### config.mk
export PLATFORM = sky130hd
export DESIGN_NAME = gcd_scheduler
export DESIGN_NICKNAME = d
export VERILOG_FILES = /design/src/rtl/gcd_scheduler_pkg.sv /design/src/rtl/gcd_scheduler_rr_pick.sv /design/src/rtl/gcd_scheduler.sv
export SDC_FILE = /design/constraint.sdc
export NUM_CORES = 1
export LEC_CHECK = 0
export CAP_MARGIN = 20
export CELL_PAD_IN_SITES_DETAIL_PLACEMENT = 1
export CELL_PAD_IN_SITES_GLOBAL_PLACEMENT = 1
export CORE_AREA = 10 10 151 153
export DETAILED_ROUTE_END_ITERATION = 12
export DIE_AREA = 0 0 161 163
export PLACE_DENSITY = 0.86
export SLEW_MARGIN = 10
export SYNTH_ARGS = -nofsm -noshare
export SYNTH_HDL_FRONTEND = slang
export SYNTH_HIERARCHICAL = 1
export SYNTH_SLANG_ARGS = --single-unit
### constraint.sdc
create_clock -name clk -period 3.4 [get_ports clk]
set_input_delay 0.51 -clock clk [delete_from_list [all_inputs] [get_ports clk]]
set_output_delay 0.51 -clock clk [all_outputs]
set_load 0.005 [all_outputs]
### src/rtl/gcd_scheduler_pkg.sv
// Shared definitions for the GCD request scheduler: FSM state encoding and
// default sizing values used by gcd_scheduler and rr_pick.
package gcd_scheduler_pkg;

    localparam int DEF_N   = 4;     // requesters sharing the engine
    localparam int DEF_W   = 16;    // operand / result width
    localparam int DEF_TMO = 1024;  // engine timeout in cycles

    typedef enum logic [1:0] {
        IDLE   = 2'd0,
        LAUNCH = 2'd1,
        WAIT   = 2'd2,
        RESP   = 2'd3
    } state_t;

endpackage

### src/rtl/gcd_scheduler_rr_pick.sv
// Round-robin selector: grants the first asserted request at or after ptr,
// wrapping modulo N.
//   req   in  N   request vector
//   ptr   in  IW  highest-priority index (must be < N)
//   grant out N   one-hot grant (all zero when no request)
//   idx   out IW  index of the granted requester
//   any   out 1   at least one request asserted
module rr_pick
    import gcd_scheduler_pkg::*;
#(
    parameter int N  = DEF_N,
    parameter int IW = $clog2(N)
) (
    input  logic [N-1:0]  req,
    input  logic [IW-1:0] ptr,
    output logic [N-1:0]  grant,
    output logic [IW-1:0] idx,
    output logic          any
);

    always_comb begin
        grant = '0;
        idx   = '0;
        any   = 1'b0;
        for (int k = 0; k < N; k++) begin
            if (!any && req[(int'(ptr) + k) % N]) begin
                any = 1'b1;
                idx = IW'((int'(ptr) + k) % N);
                grant[(int'(ptr) + k) % N] = 1'b1;
            end
        end
    end

endmodule

### src/rtl/gcd_scheduler.sv
// Shares one external GCD engine between N requesters. Requests are granted
// round-robin, operands with a zero bypass the engine, and a stuck engine is
// abandoned after TMO cycles with an error response.
//   clk, rst                 clock, synchronous active-high reset
//   req_valid/req_a/req_b    per-requester request and packed operands
//   req_ready                one-hot accept pulse
//   eng_start/eng_a/eng_b    engine launch pulse and held operands
//   eng_done/eng_result      engine completion and result
//   rsp_valid/rsp_data/rsp_err  one-hot response pulse, result, timeout flag
//   busy                     scheduler not idle
//
// state  | meaning
// IDLE   | waiting for a request; grants and latches operands
// LAUNCH | issues the engine start, clears the timer
// WAIT   | waiting for eng_done or timeout
// RESP   | returns result to the owner, advances the round-robin pointer
//
// Every output is a register loaded from the current state's decision, so
// outputs appear one cycle after the state that produces them.
module gcd_scheduler
    import gcd_scheduler_pkg::*;
#(
    parameter int N   = DEF_N,
    parameter int W   = DEF_W,
    parameter int TMO = DEF_TMO
) (
    input  logic           clk,
    input  logic           rst,
    input  logic [N-1:0]   req_valid,
    input  logic [N*W-1:0] req_a,
    input  logic [N*W-1:0] req_b,
    output logic [N-1:0]   req_ready,
    output logic           eng_start,
    output logic [W-1:0]   eng_a,
    output logic [W-1:0]   eng_b,
    input  logic           eng_done,
    input  logic [W-1:0]   eng_result,
    output logic [N-1:0]   rsp_valid,
    output logic [W-1:0]   rsp_data,
    output logic           rsp_err,
    output logic           busy
);

    localparam int IW = $clog2(N);
    localparam int TW = $clog2(TMO) + 1;

    state_t          state_q, state_d;
    logic [IW-1:0]   ptr_q, ptr_d;
    logic [IW-1:0]   id_q, id_d;
    logic [W-1:0]    a_q, a_d, b_q, b_d;
    logic [W-1:0]    res_q, res_d;
    logic            err_q, err_d;
    logic [TW-1:0]   timer_q, timer_d;
    logic [N-1:0]    ready_q, ready_d;
    logic            start_q, start_d;
    logic [N-1:0]    rspv_q, rspv_d;
    logic [W-1:0]    rspd_q, rspd_d;
    logic            rspe_q, rspe_d;
    logic            busy_q, busy_d;

    logic [N-1:0]    grant;
    logic [IW-1:0]   gidx;
    logic            gany;

    rr_pick #(.N(N), .IW(IW)) u_rr_pick (
        .req   (req_valid),
        .ptr   (ptr_q),
        .grant (grant),
        .idx   (gidx),
        .any   (gany)
    );

    always_ff @(posedge clk) begin
        if (rst) begin
            state_q <= IDLE;
            ptr_q   <= '0;
            id_q    <= '0;
            a_q     <= '0;
            b_q     <= '0;
            res_q   <= '0;
            err_q   <= 1'b0;
            timer_q <= '0;
            ready_q <= '0;
            start_q <= 1'b0;
            rspv_q  <= '0;
            rspd_q  <= '0;
            rspe_q  <= 1'b0;
            busy_q  <= 1'b0;
        end else begin
            state_q <= state_d;
            ptr_q   <= ptr_d;
            id_q    <= id_d;
            a_q     <= a_d;
            b_q     <= b_d;
            res_q   <= res_d;
            err_q   <= err_d;
            timer_q <= timer_d;
            ready_q <= ready_d;
            start_q <= start_d;
            rspv_q  <= rspv_d;
            rspd_q  <= rspd_d;
            rspe_q  <= rspe_d;
            busy_q  <= busy_d;
        end
    end

    always_comb begin
        state_d = state_q;
        ptr_d   = ptr_q;
        id_d    = id_q;
        a_d     = a_q;
        b_d     = b_q;
        res_d   = res_q;
        err_d   = err_q;
        timer_d = timer_q;
        ready_d = '0;
        start_d = 1'b0;
        rspv_d  = '0;
        rspd_d  = '0;
        rspe_d  = 1'b0;
        busy_d  = (state_q != IDLE);

        case (state_q)
            IDLE: begin
                if (gany) begin
                    ready_d = grant;
                    id_d    = gidx;
                    a_d     = req_a[int'(gidx)*W +: W];
                    b_d     = req_b[int'(gidx)*W +: W];
                    if (a_d == '0 || b_d == '0) begin
                        // gcd(x,0) = x and gcd(0,0) = 0, so OR gives the answer
                        res_d   = a_d | b_d;
                        err_d   = 1'b0;
                        state_d = RESP;
                    end else begin
                        state_d = LAUNCH;
                    end
                end
            end
            LAUNCH: begin
                start_d = 1'b1;
                timer_d = '0;
                state_d = WAIT;
            end
            WAIT: begin
                // completion wins over a timeout landing in the same cycle
                if (eng_done) begin
                    res_d   = eng_result;
                    err_d   = 1'b0;
                    state_d = RESP;
                end else if (timer_q == TW'(TMO - 1)) begin
                    res_d   = '0;
                    err_d   = 1'b1;
                    state_d = RESP;
                end else begin
                    timer_d = timer_q + TW'(1);
                end
            end
            RESP: begin
                rspv_d[id_q] = 1'b1;
                rspd_d       = res_q;
                rspe_d       = err_q;
                ptr_d        = (id_q == IW'(N - 1)) ? '0 : id_q + IW'(1);
                state_d      = IDLE;
            end
            default: state_d = IDLE;
        endcase
    end

    assign req_ready = ready_q;
    assign eng_start = start_q;
    assign eng_a     = a_q;
    assign eng_b     = b_q;
    assign rsp_valid = rspv_q;
    assign rsp_data  = rspd_q;
    assign rsp_err   = rspe_q;
    assign busy      = busy_q;

endmodule
==> results of run 1 <==
[area by class of cell]
class	instances	share of cell area
diodes	3	0.000791
clock buffers	12	0.0260
clock inverters	3	0.00488
inverters	9	0.00409
multi-input cells	460	0.399
flip-flops and latches	93	0.197
well taps	270	0.0356
repair buffers	317	0.333
[per-stage QoR]
stage          hold WS, ns  cells
3_3_place_gp         0.442   1114
6_report             0.460   1167
2_1_floorplan        0.452    620
4_1_cts              0.459   1158
3_5_place_dp         0.450   1114
5_1_grt              0.481   1167
[logic make-up after synthesis]
kind of cell / synth area share
compound gates: 0.239
xor+xnor: 0.00150
buf+inv: 0.0569
flops: 0.319
mux: 0.180
simple gates: 0.172
fa+ha+maj: 0.0321
[repair_timing]
action | CTS | global route
setup buffers | 23 | 4
hold buffers | 0 | 0
endpoints found under the setup margin | 18 | 18
gates cloned | 6 | 1
pin swaps | 7 | 5
resized for setup | 40 | 9
[worst max-delay path: cells and delay by family]
kind | cells | cell delay [ns]
compound gates | 1 | 0.30
buf+inv | 5 | 0.90
simple gates | 5 | 1.22
mux | 3 | 1.14
[synthesized netlist by cell type (16+ instances only)]
library cell,instances
a21bo_2,16
a21oi_1,43
a311o_1,16
a31o_1,16
a31oi_1,17
a32oi_1,17
and2_1,22
clkbuf_1,42
dfxtp_1,93
mux2i_1,22
mux4_2,33
nand2_1,90
nand3_1,24
o211ai_1,17
o31a_1,16
[metal layers]
metal	global-route usage	part of all wire	wire, um
met1	0.241	0.39	11500
met2	0.346	0.47	13800
met3	0.0662	0.082	2400
met4	0.127	0.053	1550
met5	0	0	0
[worst paths after layout]
check	slack [ns]	start	cells past startpoint	end
worst min-delay path	0.46	eng_a[14]	2	eng_a[14]
worst max register to register	-0.41	ptr_q[0]	15	err_q
worst min register to register	0.46	eng_a[14]	2	eng_a[14]
worst max-delay path	-0.42	req_valid[1]	14	err_q
[registers in the layout (all words and copies together) (netlist names), 4 cells and up]
register   count
rsp_data      16
rsp_valid      4
eng_a         16
timer_q       11
res_q         16
eng_b         16
req_ready      4
[power by group through the flow]
stage               Combinational, W  Clock (W)  Sequential, W
CTS                          0.00148    0.00104        0.00121
detailed placement           0.00133          0        0.00124
global route                 0.00161    0.00110        0.00122
finish                       0.00154    0.00103        0.00122
global placement             0.00130          0        0.00124
floorplan                   0.000631          0        0.00123
==> impl_metrics.yaml, run 1 <==
finish:
  nets: 1056
  fillers: 2226
  layout_common_cells: "203 x clkdlybuf4s50_1, 91 x dfxtp_1, 90 x nand2_1, 84 x buf_4, 43 x a21oi_1"
  register_area_um2: 1870
  syn_to_final_growth_pct: 62.4
  multi_input_area_um2: 3790
  design_area_um2: 9490
  final_common_cell: "clkdlybuf4s50_1"
  final_util: 0.477
  drive_above_1_share: 0.228
global_routing:
  grt_usage: 0.213
  grt_pass1_wl_um: 43100
  overflow: 0
  grt_pass1_vias: 7037
  grt_max_degree: 56
  antenna_found_initial: 3
critical_path:
  arrival_ns: 4.09
  start_kind: "input pin"
  crit_slowest_cell: "mux4_2"
  path_cells: "dlygate4sd2_1 > mux4_2 > buf_6 > nor4b_4 > nor2_1 > a32o_2 > clkbuf_16 > buf_6 > mux4_2 > nor4_4 > nand4_1 > nand2_4 > buf_12 > mux2i_2"
  criticalPathCategory: "input pin to flip-flop"
  critical_path_required_ns: 3.67
  crit_fanout: 5
  crit_path_end_kind: "flip-flop"
  slowest_delay_ns: 0.58
min_path:
  hold_path.class: "flip-flop to flip-flop"
run:
  cap_violations: 0
sta:
  period_minus_slack_ns: 3.82
  setup_tns_ns: -6.40
  fin_crit_sh: 1.12
  relSlewSlack: 0.314
  hold_viol: 0
  slew_violations: 0
  tightest_slew_ns: 1.02
  finalSetupViolCount: 18
  worst_slack_ns: -0.419
  max_clock_freq_mhz: 262
  rsz0062_at_grt: "yes"
  finClkSkew_ns: 0.00739
route:
  via_per_inst: 5.58
  antenna_left: 0
  drt_iter0_markers: 569
  drc: 0
  firstDrtPassIters: 5
  wl_per_cell_um: 25.1
  drt_wl_total_um: 29300
  dr_total_vias: 6512
synthesis:
  syn_inst: 620
  synth_nets: 786
  synth_top_area_frac: 0.319
  async_flop_share: 0
  yosys_register_bits: 93
  synth.cell_area_um2: 5840
  yosysUniqueCellTypes: 49
  synth_edf_count: 0
  synth_flop_cell: "dfxtp_1"
  yosysTopAreaCell: "dfxtp_1"
  avgSynthCellArea_um2: 9.43
  ys_seq_area_frac: 0.319
  ys.warnings.count: 6
  ys_top_cells_by_area: "dfxtp_1 32%, mux4_2 13%, nand2_1 5.8%"
power_and_ir_drop:
  p_comb_frac: 0.406
  p_seq_frac: 0.321
  clkPwrFrac: 0.273
  netSwitchingPower_w: 0.00123
  p_leak_nw: 3.36
  power.internal_w: 0.00256
  p_total_w: 0.00379
  p_sw_frac: 0.325
  vdd_ir_drop_max_v: 0.000276
  p_per_area_nw_per_um2: 399
place:
  place_congestion: 0.860
  placed_area_um2: 8620
  dp_hpwl_um: 21400
  io_buffers: 209
  place_ws_ns: -0.944
floorplanning:
  rows: 52
  dieArea_um2: 26200
  die_y_um: 163
  initial_core_util: 0.294
  fp.dieW_um: 161
  ios: 210
  core_area_um2: 19900
outcome:
  failed_checks: "setup timing"
  status: "finished with violations"
clocking:
  cts_buffers: 9
  cts_root_buf: "clkbuf_16"
  cts_tree: "done"
  clock_latency_ns: 0.35
  path_clk_slew_ns: 0.07
  htree_levels: 3
  cts_max_path_buffers: 2
  clock-sinks: 93
Power figures use the tool's default switching activity.
==> run 2: changes to the inputs <==
--- a/config.mk
+++ b/config.mk
@@ -8,7 +8,5 @@
 export CAP_MARGIN = 20
-export CELL_PAD_IN_SITES_DETAIL_PLACEMENT = 1
-export CELL_PAD_IN_SITES_GLOBAL_PLACEMENT = 1
-export CORE_AREA = 10 10 151 153
+export CORE_AREA = 10 10 131 133
 export DETAILED_ROUTE_END_ITERATION = 12
-export DIE_AREA = 0 0 161 163
+export DIE_AREA = 0 0 141 143
 export PLACE_DENSITY = 0.86
--- a/constraint.sdc
+++ b/constraint.sdc
@@ -3,2 +3,2 @@
 set_output_delay 0.51 -clock clk [all_outputs]
-set_load 0.005 [all_outputs]
+set_load 0.05 [all_outputs]
==> run 2 against run 1 <==
Hold slack lost 0.0034 ns. Cell count shrank 8.3%. Die area shrank 23%. Register-to-register slack gained 0.08 ns. Clock skew is essentially flat. Fmax grew 2.4%. Clock power grew 6%. The run still ends with setup timing left.
==> impl_metrics.yaml, run 2 (synthesis gave the netlist of run 1 again) <==
finish:
  final_common_cell: "clkdlybuf4s50_1"
  drive_above_1_share: 0.221
  fillers: 1029
  fin_cells: 1070
  layout_common_cells: "203 x clkdlybuf4s50_1, 91 x dfxtp_1, 90 x nand2_1, 81 x buf_4, 43 x a21oi_1"
  nets: 1045
  final_util: 0.640
  syn_to_final_growth_pct: 58.0
run:
  cap_violations: 0
sta:
  relSlewSlack: 0.323
  slew_violations: 0
  finClkSkew_ns: 0.00703
  tightest_slew_ns: 1.01
  worst_slack_ns: -0.328
  hold_viol: 0
  finalSetupViolCount: 18
  fin_crit_sh: 1.10
  rsz0062_at_grt: "yes"
  hold_ws_ns: 0.456
  max_clock_freq_mhz: 268
  period_minus_slack_ns: 3.73
outcome:
  status: "finished with violations"
  failed_checks: "setup timing"
route:
  antenna_left: 0
  drc: 0
  via_per_inst: 6.38
  firstDrtPassIters: 6
  drt_wl_total_um: 27900
  dr_total_vias: 6831
  wl_per_cell_um: 26.0
  drt_iter0_markers: 874
critical_path:
  critical_path_required_ns: 3.68
  arrival_ns: 4.00
  setup.worst_path.start: "ptr_q[0]"
  path_buf_inv: 6
  start_kind: "flip-flop"
  slowest_delay_ns: 0.58
  critPathTopFamily: "multiplexers"
  crit_fanout: 7
  crit_slowest_cell: "mux4_2"
  criticalPathCategory: "flip-flop to flip-flop"
  timing.rr.start: "ptr_q[0]"
  cp_num_cells: 16
  ff2ff_path_depth: 16
  path_cells: "inv_4 > ha_4 > mux4_2 > buf_6 > and2b_2 > o21ai_2 > o31ai_4 > buf_12 > buf_8 > mux4_2 > nor4_4 > buf_4 > nand4_1 > nand2_4 > buf_12 > mux2i_1"
  crit_path_end_kind: "flip-flop"
place:
  dp.cells: 1026
  place_congestion: 0.960
  dp_hpwl_um: 18300
  io_buffers: 209
power_and_ir_drop:
  vdd_ir_drop_max_v: 0.000306
  p_per_area_nw_per_um2: 437
  p_leak_nw: 3.28
clocking:
  cts_root_buf: "clkbuf_16"
  clock-sinks: 93
  path_clk_slew_ns: 0.07
  cts_max_path_buffers: 2
  cts_buffers: 9
  clock_latency_ns: 0.35
  cts_hold_buf: 0
  htree_levels: 3
  cts_tree: "done"
floorplanning:
  rows: 44
  fp.dieW_um: 141
  initial_core_util: 0.405
  core_area_um2: 14400
  die_y_um: 143
  dieArea_um2: 20200
  ios: 210
global_routing:
  grt_usage: 0.240
  overflow: 0
  antenna_found_initial: 2
  grt_max_degree: 65
  grt_pass1_wl_um: 38300
  grt_pass1_vias: 6638
min_path:
  holdCritStartpoint: "eng_b[2]"
  hold_path.class: "flip-flop to flip-flop"
  holdPathStages: 2
-- run 2: cell count changes in the layout (fill, tap and decap cells not counted), moves of 2 or more --
cell | before | now
buf_4 | 84 | 81
buf_6 | 9 | 3
clkbuf_1 | 2 | 0
clkbuf_16 | 11 | 9
-- run 2: layer usage --
metal  up-vias  part of all wire  GRT usage
met5         -                 0          0
met4         0             0.070      0.132
met3       147              0.12     0.0750
met2       599              0.47      0.397
met1      3179              0.35      0.272
li1       2906                 -          -
-- run 2: where the power goes --
group | internal [W] | switching, W | total, W
clock | 0.000620 | 0.000472 | 0.00109
combinational | 0.000771 | 0.000948 | 0.00172
sequential | 0.00116 | 0.0000568 | 0.00122
-- run 2: final timing paths --
kind	endpoint	slack, ns
worst max register to register	res_q[6]	-0.33
worst min register to register	eng_b[2]	0.46
worst max-delay path	res_q[6]	-0.33
worst min-delay path	eng_b[2]	0.46
-- run 2: repair_timing --
action / 4_1_cts / 5_1_grt
gates cloned: 5 / 0
pin swaps: 13 / 9
setup buffers: 17 / 5
endpoints found under the hold margin: 0 / 0
resized for setup: 30 / 7
setup endpoints to repair: 18 / 18
-- run 2: worst reg2reg max path: cells and delay by family (launching register included) --
family	cells	cell delay (ns)
multiplexers	3	1.11
AND/OR/NAND/NOR	4	0.89
buffers and inverters	6	0.82
flip-flops	1	0.42
adder cells (fa/ha/maj)	1	0.26
AO/OA/AOI/OAI	2	0.15
-- run 2: area by class of cell --
cell class / instances / area (um2) / area share
Clock buffer: 11 / 253 / 0.0274
Sequential cell: 93 / 1870 / 0.202
Multi-Input combinational cell: 461 / 3790 / 0.410
Tap cell: 184 / 230 / 0.0249
Timing Repair Buffer: 305 / 2980 / 0.323
Antenna cell: 2 / 5.00 / 0.000542
Clock inverter: 5 / 66.3 / 0.00718
Inverter: 9 / 36.3 / 0.00393
-- run 2: metrics by stage --
stage / setup TNS (ns) / total power [W] / setup WS [ns] / instance area, um2
final: -5.40 / 0.00403 / -0.328 / 9230
after CTS: -2.62 / 0.00390 / -0.177 / 9160
after global placement: -9.42 / 0.00272 / -0.530 / 8500
after floorplan: -0.861 / 0.00209 / -0.0861 / 5900
after detailed placement: -12.28 / 0.00275 / -0.707 / 8500
after global routing: -6.25 / 0.00414 / -0.381 / 9230
==> run 3: changes to the inputs <==
Settings changed: CORE_AREA 10 10 131 133 to 2 2 123 125, DIE_AREA 0 0 141 143 to 0 0 125 127.
==> run 3 against run 2 <==
Critical path depth is 1 lower. Sequential cell count unchanged. Combinational power shrank 6%. Global-route usage grew 2.3 points. Critical path type unchanged. Clock power about the same. Cell count decreased by 1.2%. Hold slack gained 0.0013 ns. Routed wire length fell by 22%. Sequential power about the same. Worst setup slack gained 0.14 ns. Register-to-register slack improved by 0.14 ns. Sequential share of layout area grew 0.43 points. The flow still finishes with violations (setup timing).
==> impl_metrics.yaml, run 3 (synthesis gave the netlist of run 1 again) <==
outcome:
  status: "finished with violations"
  failed_checks: "setup timing"
min_path:
  holdCritStartpoint: "eng_a[9]"
  hold_path.class: "flip-flop to flip-flop"
place:
  place_ws_ns: -0.759
  dp_hpwl_um: 16200
  io_buffers: 209
  placed_area_um2: 8590
  place_congestion: 0.944
finish:
  drive_above_1_share: 0.206
  nets: 1034
  final_util: 0.627
  diodes: 0
  fillers: 1139
  syn_to_final_growth_pct: 54.7
  layout_common_cells: "203 x clkdlybuf4s50_1, 91 x dfxtp_1, 90 x nand2_1, 74 x buf_4, 43 x a21oi_1"
  final_common_cell: "clkdlybuf4s50_1"
  design_area_um2: 9040
sta:
  relSlewSlack: 0.327
  hold_viol: 0
  period_minus_slack_ns: 3.59
  rsz0062_at_grt: "yes"
  worst_slack_ns: -0.186
  hold_ws_ns: 0.458
  max_clock_freq_mhz: 279
  fin_crit_sh: 1.05
  slew_violations: 0
  tightest_slew_ns: 1.00
  finClkSkew_ns: 0.00711
  finalSetupViolCount: 18
critical_path:
  arrival_ns: 3.86
  setup.worst_path.start: "ptr_q[0]"
  crit_path_end_kind: "flip-flop"
  start_kind: "flip-flop"
  critical_path_required_ns: 3.67
  criticalPathCategory: "flip-flop to flip-flop"
  crit_fanout: 9
  timing.rr.start: "ptr_q[0]"
clocking:
  cts_root_buf: "clkbuf_16"
  cts_buffers: 9
  htree_levels: 3
  clock-sinks: 93
  clock_latency_ns: 0.35
  cts_tree: "done"
  path_clk_slew_ns: 0.07
  cts_max_path_buffers: 2
  cts_hold_buf: 0
route:
  via_per_inst: 5.92
  firstDrtPassIters: 8
  drt_wl_total_um: 21700
  wl_per_cell_um: 20.5
  antenna_left: 0
  drt_iter0_markers: 707
  drc: 0
  dr_total_vias: 6258
run:
  cap_violations: 0
global_routing:
  overflow: 0
  antenna_found_initial: 0
  grt_usage: 0.263
  grt_pass1_vias: 6061
  grt_max_degree: 76
  grt_pass1_wl_um: 32700
power_and_ir_drop:
  p_leak_nw: 3.19
  vdd_ir_drop_max_v: 0.000259
  p_total_w: 0.00392
  p_per_area_nw_per_um2: 434
floorplanning:
  dieArea_um2: 15900
  initial_core_util: 0.405
  fp.dieW_um: 125
  rows: 44
  die_y_um: 127
  ios: 210
  core_area_um2: 14400
[run 3: changes by cell type in the layout (fill, tap and decap cells not counted), sizes merged]
cell / delta
diode: -2
bufinv: +1
a32o: -1
buf: -10
clkinv: -1
inv: -1
clkinvlp: +1
[run 3: worst paths after layout]
path	end	slack, ns	cells after the start
max reg2reg	res_q[6]	-0.19	15
min reg2reg	eng_a[9]	0.46	2
max	res_q[6]	-0.19	15
min	eng_a[9]	0.46	2
[run 3: critical path, cell delays in order (launching register included)]
cell and delay, ns:
dfxtp_4 0.41, inv_4 0.05, ha_4 0.27, mux4_2 0.38, and2b_2 0.26, o21ai_2 0.07
o31ai_4 0.09, buf_6 0.17, buf_16 0.14, mux4_2 0.53, nor4_2 0.27, buf_4 0.16
nand4_1 0.16, nand2_4 0.18, buf_12 0.15, mux2i_1 0.20
[run 3: metrics by stage]
| stage | TNS, ns | std cells |
|---|---|---|
| detailed placement | -12.92 | 1034 |
| global route | -4.66 | 1057 |
| CTS | -2.13 | 1054 |
| global placement | -9.38 | 1034 |
| floorplan | -0.861 | 620 |
| finish | -2.52 | 1057 |
[run 3: routing by layer]
layer / global-route usage / vias up / part of all wire
met5: 0 / - / 0
met4: 0.130 / 0 / 0.047
met3: 0.0603 / 73 / 0.087
met2: 0.439 / 390 / 0.48
met1: 0.323 / 2920 / 0.38
li1: - / 2875 / -
[run 3: where the power goes]
group	switching, W	total [W]	internal, W
clock network	0.000452	0.00110	0.000648
registers	0.0000462	0.00121	0.00116
logic	0.000867	0.00161	0.000745
total	0.00137	0.00392	0.00256
[run 3: layout make-up]
cell class,instances,area (um2),share of cell area
multi-input combinational,460,3730,0.413
timing repair buffer,295,2850,0.316
sequential,93,1870,0.207
clock buffer,11,233,0.0257
tap,184,230,0.0255
clock inverter,5,83.8,0.00927
inverter,9,36.3,0.00401
[run 3: repair_timing]
action	4_1_cts	5_1_grt
resized for setup	17	8
setup endpoints to repair	18	18
pin swaps	5	3
buffers inserted	3	2
cloned	1	0
